[src/rtl/cordic_post_adjust.sv]
// Output-side quadrant restore for the CORDIC pipeline: pops one fold tag per result
// and moves folded vectoring-mode angles back to their true half-plane.
module cordic_post_adjust #(
  parameter int NUM_DATA    = 3,
  parameter int FUNC_WIDTH  = 1,
  parameter int DATA_WIDTH  = 16,
  parameter int TOTAL_WIDTH = NUM_DATA * DATA_WIDTH + FUNC_WIDTH,
  parameter int TAG_DEPTH   = 16,
  parameter int CNT_WIDTH   = $clog2(TAG_DEPTH + 1)
) (
  input  logic                   clk,
  input  logic                   rst,
  input  logic                   t_vld,
  input  logic                   t_fold,
  input  logic                   i_vld,
  input  logic [TOTAL_WIDTH-1:0] i_data,
  input  logic                   i_clr_err,
  output logic                   o_vld,
  output logic [TOTAL_WIDTH-1:0] o_data,
  output logic [CNT_WIDTH-1:0]   o_tag_count,
  output logic                   o_err_ovf,
  output logic                   o_err_udf
);

  localparam int PTR_WIDTH = (TAG_DEPTH > 1) ? $clog2(TAG_DEPTH) : 1;
  localparam logic [DATA_WIDTH-1:0] ANG_PI = DATA_WIDTH'(25736);

  logic [TAG_DEPTH-1:0]   r_mem;
  logic [PTR_WIDTH-1:0]   r_wptr;
  logic [PTR_WIDTH-1:0]   r_rptr;
  logic [CNT_WIDTH-1:0]   r_count;
  logic                   r_vld;
  logic [TOTAL_WIDTH-1:0] r_data;
  logic                   r_err_ovf;
  logic                   r_err_udf;

  logic                   w_full;
  logic                   w_empty;
  logic                   w_push;
  logic                   w_pop;
  logic                   w_ovf;
  logic                   w_udf;
  logic                   w_fold;
  logic                   w_func_vec;
  logic [DATA_WIDTH-1:0]  w_z;
  logic [DATA_WIDTH-1:0]  w_z_adj;
  logic [TOTAL_WIDTH-1:0] w_data_adj;

  assign w_full  = (r_count == CNT_WIDTH'(TAG_DEPTH));
  assign w_empty = (r_count == CNT_WIDTH'(0));
  // A full FIFO still accepts a push when the same cycle pops, since a slot frees up.
  assign w_pop   = i_vld & ~w_empty;
  assign w_push  = t_vld & (~w_full | i_vld);
  assign w_ovf   = t_vld & w_full & ~i_vld;
  assign w_udf   = i_vld & w_empty;

  assign w_func_vec = i_data[TOTAL_WIDTH-1];
  assign w_z        = i_data[DATA_WIDTH-1:0];

  // Fold lookup and angle restore for the sample arriving this cycle
  always_comb begin
    w_fold     = 1'b0;
    w_z_adj    = w_z;
    w_data_adj = i_data;
    if (w_pop) begin
      w_fold = r_mem[r_rptr];
    end else begin
      w_fold = 1'b0;
    end
    if (w_func_vec && w_fold) begin
      if (w_z[DATA_WIDTH-1] || (w_z == DATA_WIDTH'(0))) begin
        w_z_adj = w_z + ANG_PI;
      end else begin
        w_z_adj = w_z - ANG_PI;
      end
    end else begin
      w_z_adj = w_z;
    end
    w_data_adj = {i_data[TOTAL_WIDTH-1:DATA_WIDTH], w_z_adj};
  end

  // Tag FIFO storage, pointers and occupancy
  always_ff @(posedge clk or posedge rst) begin
    if (rst) begin
      r_mem   <= '0;
      r_wptr  <= '0;
      r_rptr  <= '0;
      r_count <= '0;
    end else begin
      if (w_push) begin
        r_mem[r_wptr] <= t_fold;
        r_wptr        <= r_wptr + PTR_WIDTH'(1);
      end
      if (w_pop) begin
        r_rptr <= r_rptr + PTR_WIDTH'(1);
      end
      case ({w_push, w_pop})
        2'b10:   r_count <= r_count + CNT_WIDTH'(1);
        2'b01:   r_count <= r_count - CNT_WIDTH'(1);
        default: r_count <= r_count;
      endcase
    end
  end

  // Registered result and sticky error flags; a new error beats a clear
  always_ff @(posedge clk or posedge rst) begin
    if (rst) begin
      r_vld     <= 1'b0;
      r_data    <= '0;
      r_err_ovf <= 1'b0;
      r_err_udf <= 1'b0;
    end else begin
      r_vld <= i_vld;
      if (i_vld) begin
        r_data <= w_data_adj;
      end
      if (w_ovf) begin
        r_err_ovf <= 1'b1;
      end else if (i_clr_err) begin
        r_err_ovf <= 1'b0;
      end
      if (w_udf) begin
        r_err_udf <= 1'b1;
      end else if (i_clr_err) begin
        r_err_udf <= 1'b0;
      end
    end
  end

  assign o_vld       = r_vld;
  assign o_data      = r_data;
  assign o_tag_count = r_count;
  assign o_err_ovf   = r_err_ovf;
  assign o_err_udf   = r_err_udf;

endmodule
[config.mk]
export PLATFORM = sky130hd
export DESIGN_NAME = cordic_post_adjust
export DESIGN_NICKNAME = d
export VERILOG_FILES = /design/src/rtl/cordic_post_adjust.sv
export SDC_FILE = /design/constraint.sdc
export NUM_CORES = 1
export LEC_CHECK = 0
export CAP_MARGIN = 20
export CORE_UTILIZATION = 53
export DETAILED_ROUTE_END_ITERATION = 16
export HOLD_SLACK_MARGIN = 0.02
export MAX_ROUTING_LAYER = met4
export PLACE_DENSITY = 0.9
export SLEW_MARGIN = 20
export SYNTH_ARGS = -nofsm -noshare
export SYNTH_HDL_FRONTEND = slang
export SYNTH_SLANG_ARGS = --single-unit
[constraint.sdc]
create_clock -name clk -period 8.32 [get_ports clk]
set_clock_uncertainty 0.05 [all_clocks]
set_input_delay 1.248 -clock clk [delete_from_list [all_inputs] [get_ports clk]]
set_output_delay 1.248 -clock clk [all_outputs]
set_load 0.005 [all_outputs]
== Word-level counts from Yosys, hierarchy flattened ==
Cells that the tools add are included.

* Bits in registers: 81
* Output and inout port bits: 57

* Add/sub/neg operators: 6
* Reduce and logical (&&, ||, !) cells: 8
* Order comparisons: 3
* Eq/ne operators: 3
* Mux-type cells: 12
* Bitwise gates (word level): 9

{| class="wikitable"
|+ Operators by type and width
! operator !! count
|-
| $mux 16 || 2
|-
| $add 16x15->16 const B || 1
|-
| $bwmux 16 || 1
|-
| $logic_not 16->1 || 1
|-
| $sub 16x15->16 const B || 1
|-
| $lt 4x5->1 const B || 2
|-
| $pmux 5 s2 || 1
|-
| $add 4x1->4 const B || 2
|-
| $mux 1 || 6
|-
| $reduce_bool 2->1 || 3
|-
| $add 5x1->5 const B || 1
|-
| $and 1x1->1 || 5
|-
| $eq 5x5->1 const B || 1
|-
| $logic_not 5->1 || 1
|-
| $sub 5x1->5 const B || 1
|-
| $bmux 1 s4 || 1
|-
| $demux 1 s4 || 1
|-
| $ge 4x1->1 const B || 1
|-
| $not 1->1 || 3
|-
| $eq 2x1->1 const B || 1
|-
| $eq 2x2->1 const B || 1
|-
| $logic_and 1x1->1 || 2
|-
| $logic_or 1x1->1 || 1
|-
| $or 1x1->1 || 1
|}

== Logic depth before layout (Yosys ltp) ==
Gate-level depths: netlist of run 1.

* Word-level depth: 6
* Gate-level depth with buffers: 12
* Mapped depth without buffers: 11

== Worst setup path before layout of run 1 ==
No wires, ideal clock.

* Path kind: input -> register
* From: in i_data[11]
* To: reg r_data[12], in the netlist o_data[12]
* Library setup time: 126 ps
* Arrival time: 3620 ps
* Stages on the path: 11
* Path buffers: 0
* Path slack: 4524 ps
* Path through: nor4_1 -> nand4_1 -> nand2b_1 -> inv_1 -> ha_1 -> a211o_1 -> a211o_1 -> a21o_1 -> a21oi_1 -> xnor2_1 -> a221o_1

* Longest elaborated chain between the ends: 4

{| class="wikitable"
|+ RTL lines
! what !! RTL line !! text
|-
| start, declared || 16 || <nowiki>input logic [TOTAL_WIDTH-1:0] i_data,</nowiki>
|-
| branches (longest 2 deep; another with $sub 16x15->16) || n/a ||
|-
| $mux 16 * || 71 || <nowiki>if (w_z[DATA_WIDTH-1] || (w_z == DATA_WIDTH'(0))) begin</nowiki>
|-
| $mux 16 * || 70 || <nowiki>if (w_func_vec && w_fold) begin</nowiki>
|-
| end signal, assigned || 115 || <nowiki>r_data <= w_data_adj;</nowiki>
|-
| end, declared || 33 || <nowiki>logic [TOTAL_WIDTH-1:0] r_data;</nowiki>
|}

Every way passes the cells marked *.
A chain may end at the register's enable or synchronous reset.

== Worst setup path after layout of run 1 ==
* From: in i_data[3]
* To: reg r_data[12], in the netlist o_data[12]

Same word-level chain as after synthesis.

==> flow_summary.json, run 1 <==
{
  "cp.required_ns": 8.51,
  "async_flop_share_pct": 100,
  "fillers": 552,
  "p_switching_uw": 454,
  "path_cells": "clkdlybuf4s50_1 > nor4_1 > nand4_1 > nand2b_1 > inv_1 > ha_1 > a211o_1 > a211o_1 > a21o_1 > a21oi_1 > xnor2_1 > a221o_1",
  "p_leak_uw": 0.00239,
  "drive_gt1_share_pct": 17.1,
  "worstHoldStart": "o_err_udf$_DFFE_PP0P_",
  "holdBufCountCts": 0,
  "dieArea_sq_mm": 0.00825,
  "combPwrFrac_pct": 36.6,
  "rsz0062_at_grt": "no",
  "crit_top_cell": "a211o_1",
  "fin_crit_sh_pct": 53.1,
  "initial_utilization_pct": 54.4,
  "crit_path_start": "i_data[3]",
  "r2r-start": "o_tag_count[0]$_DFFE_PP0P_",
  "fp.dieH_um": 90.8,
  "synthTopCellsByArea": "dfrtp_1 48%, mux2_2 15%, ha_1 6.0%, xnor2_1 3.1%, nand2_1 2.2%",
  "synth_nets": 432,
  "nets": 540,
  "io_buffer_count": 111,
  "peakVddDrop_uv": 182,
  "postCtsSetupBuffers": 0,
  "grtUsageMet2_pct": 39.6,
  "remaining_drc_errors": 0,
  "cp_slowest_cell": "clkdlybuf4s50_1",
  "hold_path_depth": 1,
  "grt_max_degree": 82,
  "grt_first_pass_wirelength_um": 15400,
  "worstPathMaxFanout": 7,
  "io_pins": 112,
  "yosys_warnings": 0,
  "htreeDepth": 3,
  "vias_per_cell": 5.52,
  "syn_area_sq_mm": 0.00418,
  "dp_hpwl_um": 6600,
  "critPathTopFamily": "compound AO/OA/AOI/OAI gates",
  "postRouteAntennaNets": 0,
  "cts_sinks": 81,
  "core_sq_mm": 0.00769,
  "reg2reg_depth": 11,
  "grt_util_met1_pct": 30.8,
  "num_vias": 3146,
  "synth_edf_count": 0,
  "grt-busiest-layer": "met2",
  "netSwitchingFraction_pct": 31.9,
  "numCtsBuffers": 9,
  "slew_violations": 0,
  "status": "finished, final reports clean",
  "reg2reg_slack_ns": 5.38,
  "synthCells": 355,
  "clkPwrFrac_pct": 20.5,
  "internal_power_uw": 972,
  "grt-ovfl-total": 0,
  "fmaxAchievable_mhz": 226,
  "worstSetupEndpointType": "register",
  "cts_root_buffer": "clkbuf_8",
  "cap_violations": 0,
  "worstHoldPathType": "reg2reg",
  "drtIter0Drc": 174,
  "worst_skew_pair.late_latency_ns": 0.36,
  "critPathMaxStageDelay_ns": 0.51,
  "clkTransAtPathRegs_ns": 0.08,
  "firstDrtPassIters": 4,
  "max_slew_margin_pct": 36.2,
  "cts_tree": "built",
  "syn_area_per_cell_sq_um": 11.8,
  "first_global_vias": 3181,
  "final_common_cell": "clkdlybuf4s50_1",
  "rows": 32,
  "fin_util_pct": 72.2,
  "gr-usage-met3_pct": 6.06,
  "yosys.cell_types.count": 50,
  "n_antenna_cell": 0,
  "fp.dieW_um": 90.8,
  "setup_viol": 0,
  "detail_route.wirelength_um": 9100,
  "ys.flop_type": "dfrtp_1",
  "ctsResizeCount": 0,
  "max-clock-path-buffers": 2,
  "synth.largest_area_cell": "dfrtp_1",
  "synth-seq-cells": 81,
  "synthDominantCellAreaShare_pct": 48.5,
  "layout_common_cells": "110 x clkdlybuf4s50_1, 81 x dfrtp_1, 55 x mux2_2, 24 x nand2_1, 20 x ha_1",
  "yosysSeqAreaShare_pct": 48.5,
  "r2r-end": "o_tag_count[4]$_DFFE_PP0P_",
  "synthToLayoutAreaGrowth_pct": 32.8,
  "cp.buffers_inverters": 2,
  "place_congestion": 0.888,
  "period_minus_slack_ns": 4.42,
  "tns_ns": 0,
  "finalHoldViolCount": 0,
  "antenna_found_initial": 0,
  "cp.arrival_ns": 4.61,
  "seq_power_share_pct": 42.9,
  "power_density_mw_per_mm2": 257,
  "max_slew.worst_pin.slew_ns": 0.957,
  "holdPathEnd": "o_err_udf$_DFFE_PP0P_",
  "avgRoutedWirePerCell_um": 16.0,
  "crit_type": "in2reg",
  "track_usage_pct": 24.4,
  "setup.worst_path.start_class": "input port"
}
==> cell families (layout without fill, tap and decap cells) <==
| group | Yosys count | count (layout) | synth area share (%) |
|---|---|---|---|
| compound gates | 63 | 63 | 10.8 |
| mux | 61 | 61 | 16.9 |
| fa+ha+maj | 22 | 22 | 6.94 |
| flops | 81 | 81 | 48.5 |
| xor+xnor | 20 | 20 | 4.19 |
| simple gates | 76 | 76 | 8.92 |
| buf+inv | 32 | 145 | 3.68 |
==> registers in the layout (all words and copies together) (netlist names) <==
name	count
r_mem	16
r_rptr	4
o_err_udf	1
r_wptr	4
o_err_ovf	1
o_data	49
o_tag_count	5
o_vld	1
==> through the flow <==
| step | cells | setup slack, ns | hold slack, ns | instance area (sq um) | total power (uW) |
|---|---|---|---|---|---|
| finish | 570 | 3.90 | 0.454 | 5550 | 1430 |
| global route | 570 | 3.65 | 0.481 | 5550 | 1520 |
| CTS | 570 | 3.93 | 0.458 | 5550 | 1440 |
| detailed placement | 554 | 3.57 | 0.440 | 5340 | 1140 |
| global placement | 554 | 3.72 | 0.422 | 5340 | 1110 |
| floorplan | 355 | 4.52 | 0.420 | 4180 | 936 |
==> layout make-up <==
type	instances	area [sq um]	share of cell area, %
flip-flops and latches	81	2030	36.5
multi-input cells	242	2000	36.0
repair buffers	114	1130	20.4
clock buffers	12	155	2.80
well taps	102	128	2.30
inverters	15	57.6	1.04
clock inverters	4	51.3	0.924
==> cell usage after synthesis, types with 5 or more instances <==
master    count
nand3_1      14
a21o_1        7
xor2_1        5
mux2_2       55
xnor2_1      15
inv_1        15
o21ai_0      10
dfrtp_1      81
ha_1         20
a21oi_1      15
nor2_1       13
a221o_1       7
nand4_1       7
nand2_1      24
clkbuf_1      9
==> worst register-to-register path, stage by stage (launching register included) <==
cell	delay (ns)
dfrtp_1	0.47
nor4_2	0.55
a31oi_1	0.16
buf_4	0.24
inv_1	0.08
ha_1	0.27
ha_1	0.31
a21o_1	0.18
a21oi_1	0.17
xor2_1	0.16
nor2_1	0.07
xnor2_1	0.12
==> metal layers <==
metal | part of all wire (%) | up-vias
met5 | 0 | -
met4 | 1.4 | 0
met3 | 7.0 | 13
met1 | 42 | 1505
met2 | 49 | 129
li1 | - | 1499
==> worst max-delay path by stage <==
stage                             end  slack [ns]  depth (start not counted)
6_report       o_data[12]$_DFFE_PP0P_        3.90                         12
5_1_grt        o_data[14]$_DFFE_PP0P_        3.65                         12
4_1_cts        o_data[12]$_DFFE_PP0P_        3.93                         12
3_5_place_dp   o_data[12]$_DFFE_PP0P_        3.57                         12
3_3_place_gp   o_data[12]$_DFFE_PP0P_        3.72                         12
2_1_floorplan  o_data[12]$_DFFE_PP0P_        4.52                         11
==> power by group through the flow <==
stage,combinational (uW),sequential [uW],clock (uW)
2_1_floorplan,355,581,0
3_3_place_gp,503,611,0
3_5_place_dp,522,620,0
4_1_cts,526,613,300
5_1_grt,574,631,317
6_report,521,612,293
(Power assumes the default switching activity.)
==> run 2, diff against run 1 <==
CORE_UTILIZATION = 49   (was 53)
PLACE_DENSITY = 0.85   (was 0.9)
clock period = 4.1 ns   (was 8.32 ns; I/O delays follow)
==> run 2 against run 1 <==
Effect of this change: sequential cell count stayed put; non-clock buffer count is 2 higher; final cell count is 0.88% higher; die area is 8.0% higher; via count is 1.7% higher; global-route usage is 1.9 points lower; critical path type unchanged; largest cell class unchanged.
==> flow_summary.json, run 2 (synthesized netlist as in run 1, its figures left out) <==
{
  "status": "finished, final reports clean",
  "rows": 33,
  "power_density_mw_per_mm2": 520,
  "cts_root_buffer": "clkbuf_8",
  "grt_first_pass_wirelength_um": 14900,
  "track_usage_pct": 22.4,
  "final_area_sq_mm": 0.00556,
  "crit_type": "in2reg",
  "grt-ovfl-total": 0,
  "final_common_cell": "clkdlybuf4s50_1",
  "peakVddDrop_uv": 216,
  "rsz0062_at_grt": "no",
  "postCtsSetupBuffers": 0,
  "period_minus_slack_ns": 3.70,
  "grt_util_met1_pct": 27.8,
  "max-clock-path-buffers": 2,
  "reg2reg_slack_ns": 1.12,
  "worstSetupEndpointType": "register",
  "drive_gt1_share_pct": 17.7,
  "drtIter0Drc": 106,
  "clkTransAtPathRegs_ns": 0.08,
  "cts_tree": "built",
  "io_buffer_count": 111,
  "finalHoldViolCount": 0,
  "place_congestion": 0.930,
  "worst_skew_pair.late_latency_ns": 0.35,
  "r2r-end": "o_tag_count[4]$_DFFE_PP0P_",
  "worstPathMaxFanout": 7,
  "p_leak_uw": 0.00239,
  "fin_cells": 575,
  "numCtsBuffers": 9,
  "dp.cells": 559,
  "gr-usage-met3_pct": 4.27,
  "vias_per_cell": 5.56,
  "ctsResizeCount": 0,
  "crit_path_start": "i_data[3]",
  "fmaxAchievable_mhz": 270,
  "dp_hpwl_um": 6740,
  "n_antenna_cell": 0,
  "initial_utilization_pct": 50.9,
  "netSwitchingFraction_pct": 32.6,
  "nets": 542,
  "postRouteAntennaNets": 0,
  "cp.arrival_ns": 3.88,
  "synthToLayoutAreaGrowth_pct": 33.0,
  "first_global_vias": 3201,
  "p_switching_uw": 943,
  "core_sq_mm": 0.00822,
  "detail_route.wirelength_um": 9200,
  "grt-busiest-layer": "met2",
  "combPwrFrac_pct": 36.6,
  "fp.dieW_um": 94.4,
  "io_pins": 112,
  "tns_ns": 0,
  "clkPwrFrac_pct": 20.5,
  "fp.dieH_um": 94.4,
  "worstHoldPathType": "reg2reg",
  "postPlaceCellArea_sq_mm": 0.00536,
  "cp-endpoint": "o_data[14]$_DFFE_PP0P_",
  "fin_crit_sh_pct": 90.2,
  "avgRoutedWirePerCell_um": 16.0,
  "cts_sinks": 81,
  "max_slew_margin_pct": 39.2,
  "seq_power_share_pct": 42.9,
  "setup_viol": 0,
  "reg2reg_depth": 9,
  "cp.required_ns": 4.28,
  "grtUsageMet2_pct": 36.1,
  "holdBufCountCts": 0,
  "layout_common_cells": "110 x clkdlybuf4s50_1, 81 x dfrtp_1, 55 x mux2_2, 24 x nand2_1, 20 x ha_1",
  "num_vias": 3198,
  "setup.worst_path.start_class": "input port",
  "largest_reg_flops": 49,
  "cap_violations": 0,
  "remaining_drc_errors": 0,
  "grt_max_degree": 55,
  "whs_ns": 0.458,
  "dieArea_sq_mm": 0.00890,
  "r2r-start": "o_tag_count[0]$_DFFE_PP0P_",
  "antenna_found_initial": 0,
  "internal_power_uw": 1950,
  "firstDrtPassIters": 4,
  "max_slew.worst_pin.slew_ns": 0.912,
  "htreeDepth": 3,
  "slew_violations": 0
}
==> run 2: cell count changes in the layout (fill, tap and decap cells not counted) <==
| cell | delta |
|---|---|
| buf_4 | +3 |
| buf_6 | -1 |
| clkbuf_1 | -1 |
| clkbuf_8 | -2 |
| clkinvlp_4 | +1 |
| inv_6 | +1 |
| inv_8 | +1 |
==> run 2: metal layers <==
metal / share of wire, % / wire [um]
met5: 0 / 0
met3: 6.8 / 628
met1: 44 / 4020
met4: 1.4 / 133
met2: 48 / 4410
==> run 2: stage by stage <==
step | utilization (%) | total power (uW) | worst slack (ns)
floorplan | - | 1900 | 0.937
global placement | 65.2 | 2270 | 0.306
detailed placement | 65.2 | 2320 | 0.161
CTS | 67.7 | 2920 | 0.528
global route | 67.7 | 3100 | 0.260
finish | 67.7 | 2890 | 0.403
==> run 2: power by group through the flow <==
stage | clock, uW | combinational (uW) | sequential, uW
after global placement | 0 | 1030 | 1240
after floorplan | 0 | 720 | 1180
after global routing | 651 | 1170 | 1280
after CTS | 611 | 1070 | 1240
final | 592 | 1060 | 1240
after detailed placement | 0 | 1060 | 1250
==> run 2: worst min path at each step <==
stage          cells after the start                   from                    end  slack, ns
2_1_floorplan                      1   r_mem[6]$_DFFE_PP0P_   r_mem[6]$_DFFE_PP0P_       0.42
3_5_place_dp                       1   r_mem[6]$_DFFE_PP0P_   r_mem[6]$_DFFE_PP0P_       0.44
4_1_cts                            1   r_mem[6]$_DFFE_PP0P_   r_mem[6]$_DFFE_PP0P_       0.46
5_1_grt                            1  o_err_udf$_DFFE_PP0P_  o_err_udf$_DFFE_PP0P_       0.48
3_3_place_gp                       1  o_err_ovf$_DFFE_PP0P_  o_err_ovf$_DFFE_PP0P_       0.42
6_report                           1   r_mem[6]$_DFFE_PP0P_   r_mem[6]$_DFFE_PP0P_       0.46
==> run 2: cell type report <==
type                            instances  area [sq um]
Inverter                               15          57.6
Clock buffer                            9           124
Timing Repair Buffer                  116          1140
Sequential cell                        81          2030
Fill cell                             630          2660
Clock inverter                          7          78.8
Tap cell                              105           131
Multi-Input combinational cell        242          2000
==> run 2: critical path, stage by stage <==
cell and delay [ns]:
clkdlybuf4s50_1 0.51, nor4_1 0.41, nand4_1 0.27, nand2b_1 0.16, inv_1 0.16, ha_1 0.34
a211o_1 0.31, a21oi_1 0.23, o21ai_0 0.22, a31oi_1 0.26, xnor2_1 0.09, a221o_1 0.31
